<file path="config.mk">
export PLATFORM = sky130hd
export DESIGN_NAME = alu_issue_ctrl
export DESIGN_NICKNAME = d
export VERILOG_FILES = /design/src/rtl/alu_issue_ctrl.sv
export SDC_FILE = /design/constraint.sdc
export NUM_CORES = 1
export LEC_CHECK = 0
export BUFFER_PORTS_ARGS = -buffer_cell sky130_fd_sc_hd__clkbuf_2
export CELL_PAD_IN_SITES_DETAIL_PLACEMENT = 2
export CELL_PAD_IN_SITES_GLOBAL_PLACEMENT = 2
export CORE_MARGIN = 2
export CORE_UTILIZATION = 45
export CTS_CLUSTER_SIZE = 10
export DETAILED_ROUTE_END_ITERATION = 7
export GPL_TIMING_DRIVEN = 0
export MAX_ROUTING_LAYER = met4
export PLACE_DENSITY_LB_ADDON = 0.08
export RECOVER_POWER = 100
export SYNTH_ARGS = -nofsm -noshare
export SYNTH_HDL_FRONTEND = slang
export SYNTH_SLANG_ARGS = --single-unit
</file>
<file path="constraint.sdc">
create_clock -name clk -period 3.1 [get_ports clk]
set_input_delay 0.465 -clock clk [delete_from_list [all_inputs] [get_ports clk]]
set_output_delay 0.465 -clock clk [all_outputs]
set_load 0.005 [all_outputs]
</file>
<file path="src/rtl/alu_issue_ctrl.sv">
// alu_issue_ctrl: issue/control front end for the combinational ALU.
// Decodes CR16-style words, reads operands, retires results and flags.
module alu_issue_ctrl #(
   parameter int NREGS = 16,
   parameter int DW    = 16
) (
   input  logic          clk,
   input  logic          rst_n,
   input  logic          instr_valid,
   output logic          instr_ready,
   input  logic [15:0]   instr,
   output logic [DW-1:0] alu_a,
   output logic [DW-1:0] alu_b,
   output logic [3:0]    alu_opcode,
   output logic [3:0]    alu_opext,
   input  logic [DW-1:0] alu_s,
   input  logic [4:0]    alu_flags,
   output logic [4:0]    psr,
   output logic          done,
   output logic          illegal,
   input  logic [3:0]    dbg_addr,
   output logic [DW-1:0] dbg_data
);

   typedef enum logic [1:0] {
      IDLE,
      READ,
      EXEC,
      WB
   } state_t;

   state_t state_q, state_d;

   logic [15:0]   ir;
   logic          ready_q;
   logic [DW-1:0] rf [NREGS];
   logic [DW-1:0] res_q;
   logic [4:0]    flg_q;

   logic [3:0] op, ext, rd, rs;
   logic       legal, nop, is_imm, sext;
   logic       mov, src_a, cmp;
   logic       wb_en, psr_en;
   logic [DW-1:0] imm, rd_val, rs_val;
   logic [DW-1:0] opa, opb;

   assign op  = ir[15:12];
   assign rd  = ir[11:8];
   assign ext = ir[7:4];
   assign rs  = ir[3:0];

   assign instr_ready = ready_q;
   assign dbg_data    = rf[dbg_addr];

   // Classify the latched word: legality, operand routing, compare forms.
   always_comb begin
      legal  = 1'b0;
      nop    = 1'b0;
      is_imm = 1'b0;
      sext   = 1'b0;
      mov    = 1'b0;
      src_a  = 1'b0;
      cmp    = 1'b0;
      unique case (1'b1)
         (op == 4'h0) && (ext == 4'h0): begin
            legal = 1'b1;
            nop   = 1'b1;
         end
         (op == 4'h0) && (ext != 4'h0): begin
            legal = ext inside {4'h1, 4'h2, 4'h3,
                                4'h5, 4'h6, 4'h7,
                                4'h9, 4'hB, 4'hD,
                                4'hE};
            mov   = (ext == 4'hD);
            src_a = (ext == 4'hE);
            cmp   = (ext == 4'hB);
         end
         op == 4'hA: begin
            legal = (ext >= 4'h1) && (ext <= 4'h6);
            src_a = ext inside {4'h1, 4'h3, 4'h4};
            cmp   = (ext == 4'h2);
         end
         op inside {4'h5, 4'h7, 4'h9, 4'hB}: begin
            legal  = 1'b1;
            is_imm = 1'b1;
            sext   = 1'b1;
            cmp    = (op == 4'hB);
         end
         op inside {4'h6, 4'h8, 4'hE}: begin
            legal  = 1'b1;
            is_imm = 1'b1;
         end
         op == 4'hD: begin
            legal  = 1'b1;
            is_imm = 1'b1;
            mov    = 1'b1;
         end
         default: begin
            legal = 1'b0;
         end
      endcase
   end

   assign wb_en  = legal && !nop && !cmp;
   assign psr_en = legal && !nop;

   assign imm = sext ? {{(DW-8){ir[7]}}, ir[7:0]}
                     : {{(DW-8){1'b0}}, ir[7:0]};

   assign rd_val = rf[rd];
   assign rs_val = rf[rs];

   // Operand muxes: moves pass through A, NOT/shift-reg take Rsrc on A.
   always_comb begin
      opa = rd_val;
      opb = is_imm ? imm : rs_val;
      if (mov) begin
         opa = is_imm ? imm : rs_val;
         opb = '0;
      end else if (src_a) begin
         opa = rs_val;
      end
   end

   // Next-state sequencing through the fixed four-cycle issue.
   always_comb begin
      state_d = state_q;
      unique case (state_q)
         IDLE: if (instr_valid && instr_ready) state_d = READ;
         READ: state_d = EXEC;
         EXEC: state_d = WB;
         WB:   state_d = IDLE;
         default: state_d = IDLE;
      endcase
   end

   // State, ready flag and instruction latch.
   always_ff @(posedge clk or negedge rst_n) begin
      if (!rst_n) begin
         state_q <= IDLE;
         ready_q <= 1'b0;
         ir      <= '0;
      end else begin
         state_q <= state_d;
         ready_q <= (state_d == IDLE);
         if (state_q == IDLE && instr_valid && ready_q)
            ir <= instr;
      end
   end

   // Operand and opcode registers that drive the ALU.
   always_ff @(posedge clk or negedge rst_n) begin
      if (!rst_n) begin
         alu_a      <= '0;
         alu_b      <= '0;
         alu_opcode <= '0;
         alu_opext  <= '0;
      end else if (state_q == READ) begin
         alu_a      <= opa;
         alu_b      <= opb;
         alu_opcode <= op;
         alu_opext  <= ext;
      end
   end

   // Capture the settled ALU result and flags.
   always_ff @(posedge clk or negedge rst_n) begin
      if (!rst_n) begin
         res_q <= '0;
         flg_q <= '0;
      end else if (state_q == EXEC) begin
         res_q <= alu_s;
         flg_q <= alu_flags;
      end
   end

   // Retire: register write-back, flag update and status pulses.
   always_ff @(posedge clk or negedge rst_n) begin
      if (!rst_n) begin
         for (int i = 0; i < NREGS; i++)
            rf[i] <= '0;
         psr     <= '0;
         done    <= 1'b0;
         illegal <= 1'b0;
      end else begin
         done    <= (state_q == WB);
         illegal <= (state_q == WB) && !legal;
         if (state_q == WB) begin
            if (wb_en)
               rf[rd] <= res_q;
            if (psr_en)
               psr <= flg_q;
         end
      end
   end

endmodule
</file>
== Word level (Yosys, flattened, before mapping) ==
Cells that the tools add are included.

* Register bits after elaboration: 343
* Latch bits: 0
* Bits in writable memories: 0
* ROM bits: 0
* Input port bits: 44
* Output and inout bits: 64
* Logic and storage cells: 112
* Memories: 0

* Add/subtract/negate cells: 0
* Multiply operators: 0
* Div/mod/pow operators: 0
* Magnitude comparators: 6
* Equality and inequality tests: 23
* Shift operators: 0
* Muxes and demuxes: 26
* Bitwise logic cells: 3
* Reductions and logical operators: 26

{| class="wikitable"
|+ Operator list
! cell !! number
|-
| $bwmux W256 || 1
|-
| $bmux W16 S4 || 3
|-
| $mux W16 || 12
|-
| $demux W16 S4 || 1
|-
| $eq A4 B4 Y1 const B || 10
|-
| $eq A4 B3 Y1 const B || 7
|-
| $ge A5 B5 Y1 const B || 3
|-
| $not A4 Y5 || 3
|-
| $logic_and A1 B1 Y1 || 10
|-
| $reduce_bool A10 Y1 || 1
|-
| $eq A4 B2 Y1 const B || 2
|-
| $logic_not A4 Y1 || 2
|-
| $pmux W2 S4 || 1
|-
| $reduce_bool A4 Y1 || 2
|-
| $pmux W1 S3 || 2
|-
| $reduce_bool A3 Y1 || 2
|-
| $lt A5 B1 Y1 const B || 1
|-
| $eq A2 B2 Y1 const B || 2
|-
| $eq A4 B1 Y1 const B || 1
|-
| $ge A4 B1 Y1 const B || 1
|-
| $le A4 B3 Y1 const B || 1
|-
| $logic_not A2 Y1 || 2
|-
| $pmux W1 S2 || 2
|-
| $reduce_and A2 Y1 || 2
|-
| 6 further kinds || 10
|}

== Depth between registers and ports, before layout ==
* Depth after elaboration: 7
* Gate-level depth with buffers: 10
* Gate-level depth less buffers: 7

== Worst setup path after synthesis ==
OpenSTA, ideal clock, no wires.

* Kind: in2out
* Start: input dbg_addr[0]
* End: output dbg_data[11]
* Data arrival time: 2414 ps
* Setup slack: 221 ps
* Stages on the path: 4
* Buffers on the path: 2
* Cells stage by stage: clkbuf_1 > buf_1 > mux4_2 > mux4_2

* Word-level cells in the longest chain between the ends: 4

{| class="wikitable"
|+ RTL lines
! item !! RTL line !! text
|-
| from (decl) || 21 || <nowiki>input logic [3:0] dbg_addr,</nowiki>
|-
| $not A4 Y5 (not written as such) || 53 || <nowiki>assign dbg_data = rf[dbg_addr];</nowiki>
|-
| $bmux W16 S4 || 53 ||
|-
| $mux W16 (not written as such) (2 in a row) || 53 ||
|-
| to (decl) || 22 || <nowiki>output logic [DW-1:0] dbg_data</nowiki>
|}

No other way between the ends. The select of a mux whose other input is x is not followed.

== Worst setup path in the final report ==
* Start: register ir[9]
* End: register alu_a[0]

* Word-level cells in the longest chain between the ends: 6

{| class="wikitable"
|+ RTL lines
! item !! RTL line !! text
|-
| from (decl) || 34 || <nowiki>logic [15:0] ir;</nowiki>
|-
| from (signal assigned) || 147 || <nowiki>ir <= instr;</nowiki>
|-
| $not A4 Y5 (not written as such) || 110 || <nowiki>assign rd_val = rf[rd];</nowiki>
|-
| $bmux W16 S4 || 110 ||
|-
| $mux W16 (not written as such) (2 in a row) || 110 ||
|-
| $mux W16 || 120 || <nowiki>end else if (src_a) begin</nowiki>
|-
| $mux W16 || 117 || <nowiki>if (mov) begin</nowiki>
|-
| to (signal assigned) || 159 || <nowiki>alu_a <= opa;</nowiki>
|-
| to (decl) || 12 || <nowiki>output logic [DW-1:0] alu_a,</nowiki>
|}

No other way between the ends. The select of a mux whose other input is x is not followed.
A chain may end at the register's enable or synchronous reset.

==> impl_metrics.tcl <==
set metrics [dict create \
    cts_buffers 42 \
    clk_latency_ps 590 \
    fin_ws_ps 9.506 \
    fin_crit_ps 3090 \
    antenna_found_initial 0 \
    slew-limit-headroom -0.09133 \
    finalPower_mw 23.81 \
    port_buffers 103 \
    tightestPinTransition_ps 1637 \
    hold_viol 0 \
    hp-class "in -> reg" \
    setup_viol 0 \
    violations "max-capacitance violations, max-slew violations" \
    period_share 0.9969 \
    root_buffer "clkbuf_16" \
    status "finished, violations left" \
    grt_pass1_vias 14910 \
    ant_nets 0 \
    drc 0 \
    synth_flop_cell "dfrtp_1" \
    design_area_sq_um 23180 \
    grt_first_pass_wirelength_mm 109.4 \
    synthMuxAreaShare 0.4505 \
    place_area_sq_um 21450 \
    design.core.area_sq_um 44120 \
    synth_compound_area_frac 0.04617 \
    rows 77 \
    layout.nets 1519 \
    tritoncts "done" \
    yosysUniqueCellTypes 59 \
    nFillCells 4039 \
    gr-usage-all-layers 0.3417 \
    crit_required_ps 3550 \
    ys_seq_area_frac 0.4280 \
    ff_latch_area_sq_um 8584 \
    routabilityCongestion 0.8902 \
    hpwl_mm 50.23 \
    synthSimpleGateAreaFrac 0.03887 \
    critPathLaunchType "flip-flop" \
    drive_gt1_frac 0.5258 \
    synth_edf_count 0 \
    fin_util 0.5253 \
    path_class "reg -> reg" \
    fin_skew_ps 22.89 \
    setup_tns_ps 0 \
    syn_nets 1322 \
    critPathArrivalTime_ps 3540 \
    drt_iter0_drc 1500 \
    multi_input_area_sq_um 10850 \
    power_leakage_nw 10.44 \
    synth_top_family_by_area "multiplexers" \
    vias 13940 \
    die-height_um 215.1 \
    clockBufferDepth 3 \
    antenna_cells 0 \
    boundaryPins 108 \
    dp.cells 1974 \
    synthXorXnorAreaFrac 0.0008735 \
    drt_wl_total_mm 78.58 \
    start_util 0.4545 \
    finalMaxSlewViolations 213 \
    pre_cts_ws_ps -1340 \
    synth-async-reset-ratio 1.000 \
    layout.cells.non_filler 2083 \
    crit_fanout 10 \
    syn_to_final_growth_pct 15.59 \
    syn-mean-instance-area_sq_um 15.74 \
    hold_slack_ps 115.8 \
    firstDrtPassIters 5 \
    max_freq_ghz 0.3236 \
    wl_per_cell_um 37.73 \
    syn-cell-area_sq_um 20050 \
    die-area_sq_um 46270 \
    grt_max_degree 113 \
    clock_sinks 343 \
    htree_levels 2 \
    synth_cells 1274 \
    path_clk_slew_ps 60 \
    worstSetupEndpointType "flip-flop" \
    via_per_inst 6.690 \
    yosys_warnings 0 \
    synth-adder-area-share 0.002496 \
    grt_overflow 0 \
    synth-seq-cells 343 \
    power.density_nw_per_um2 1027 \
    ir_worst_vdd_mv 0.4856 \
    maxCapViolCount 2 \
    fp.dieW_um 215.1 \
]
-- cell usage after synthesis, types with 4 or more instances --
cell,number,area [sq um]
a21oi_1,20,100.1
o21ai_0,18,90.09
o22ai_1,21,131.4
o221a_2,7,78.83
clkbuf_1,60,225.2
o221ai_1,9,78.83
nor2b_1,6,37.54
o2bb2ai_1,9,78.83
buf_2,10,50.05
mux2_2,168,1892
a21o_1,9,67.56
nand3_1,8,40.04
mux2_4,146,2192
ha_1,4,50.05
a211oi_1,5,37.54
mux4_2,200,4504
nand2_1,19,71.32
nor2_1,27,101.4
mux2_1,4,45.04
inv_1,16,60.06
buf_6,16,180.2
nand2b_1,6,37.54
dfrtp_1,343,8583
and2_1,7,43.79
nand4_4,15,319.1
mux2i_1,40,400.4
a222oi_1,4,40.04
a22oi_1,4,30.03
buf_1,30,112.6
-- final timing paths --
kind	start	to	slack (ps)	depth (start not counted)
worst max register to register	ir[9]	alu_a[0]	10	7
worst min register to register	alu_b[2]	alu_b[2]	490	1
max in group asynchronous	rst_n	rf[4]	690	4
worst min-delay path	alu_s[1]	res_q[1]	120	2
worst max-delay path	ir[9]	alu_a[0]	10	7
min in group asynchronous	rst_n	rf[8]	350	2
-- layout make-up --
class	instances	area share
timing repair buffer	154	0.03962
sequential	343	0.3703
multi-input combinational	795	0.4682
clock buffer	61	0.05160
inverter	17	0.002753
buffer	118	0.03384
tap	592	0.03196
clock inverter	3	0.001727
-- registers in the layout (all words and copies together), names as in the netlist --
signal and cells:
alu_a 16, rf 256, alu_opext 4, state_q 2, illegal 1, instr_ready 1, res_q 16, done 1
alu_b 16, flg_q 5, alu_opcode 4, psr 5, ir 16
-- kinds of logic (layout without fill, tap and decap cells) --
logic type      Yosys count  in the layout
simple gates            104            104
compound gates          127            127
buf+inv                 136            353
fa+ha+maj                 4              4
flops                   343            343
mux                     558            558
xor+xnor                  2              2
-- worst max-delay path: stages, from the launching register on --
cell	delay [ps]
dfrtp_1	430
clkbuf_2	360
clkbuf_2	440
buf_2	480
mux4_2	380
a221oi_1	560
o2bb2ai_1	200
o2bb2ai_1	90
-- report_power, final --
part	internal, mW	total, mW	switching (mW)
Sequential	6.10	8.06	1.96
Clock	2.72	4.69	1.97
Combinational	5.25	11.1	5.81
-- routing by layer --
layer / share of wire / GRT usage / wire length, um
met1: 0.39 / 0.4311 / 30900
met2: 0.48 / 0.5233 / 37340
met3: 0.095 / 0.1028 / 7455
met4: 0.037 / 0.1271 / 2892
met5: 0 / - / 0
-- what timing repair did --
action / 4_1_cts / 5_1_grt
hold endpoints to repair: 33 / 0
hold buffers: 1 / 0
setup buffers: 9 / 36
pin swaps: 1 / 0
gates cloned: 0 / 0
resized for setup: 85 / 36
endpoints found under the setup margin: 235 / 156
-- cells in the final DEF, fill, tap and decap left out, drive strengths merged, types with 3 or more instances in the layout --
| cell type | count |
|---|---|
| dfrtp | 343 |
| mux2 | 318 |
| clkbuf | 239 |
| mux4 | 200 |
| buf | 87 |
| mux2i | 40 |
| nor2 | 27 |
| o22ai | 21 |
| a21oi | 20 |
| nand2 | 19 |
| o21ai | 19 |
| inv | 17 |
| nand4 | 17 |
| a21o | 9 |
| o221ai | 9 |
| o2bb2ai | 9 |
| nand3 | 8 |
| o221a | 7 |
| and2 | 7 |
| a211oi | 7 |
| nor2b | 6 |
| clkdlybuf4s15 | 6 |
| nand2b | 6 |
| a222oi | 4 |
| a22oi | 4 |
| ha | 4 |
| nand3b | 3 |
| nor4b | 3 |
| a22o | 3 |
| a221oi | 3 |
Power figures use the tool's default switching activity.
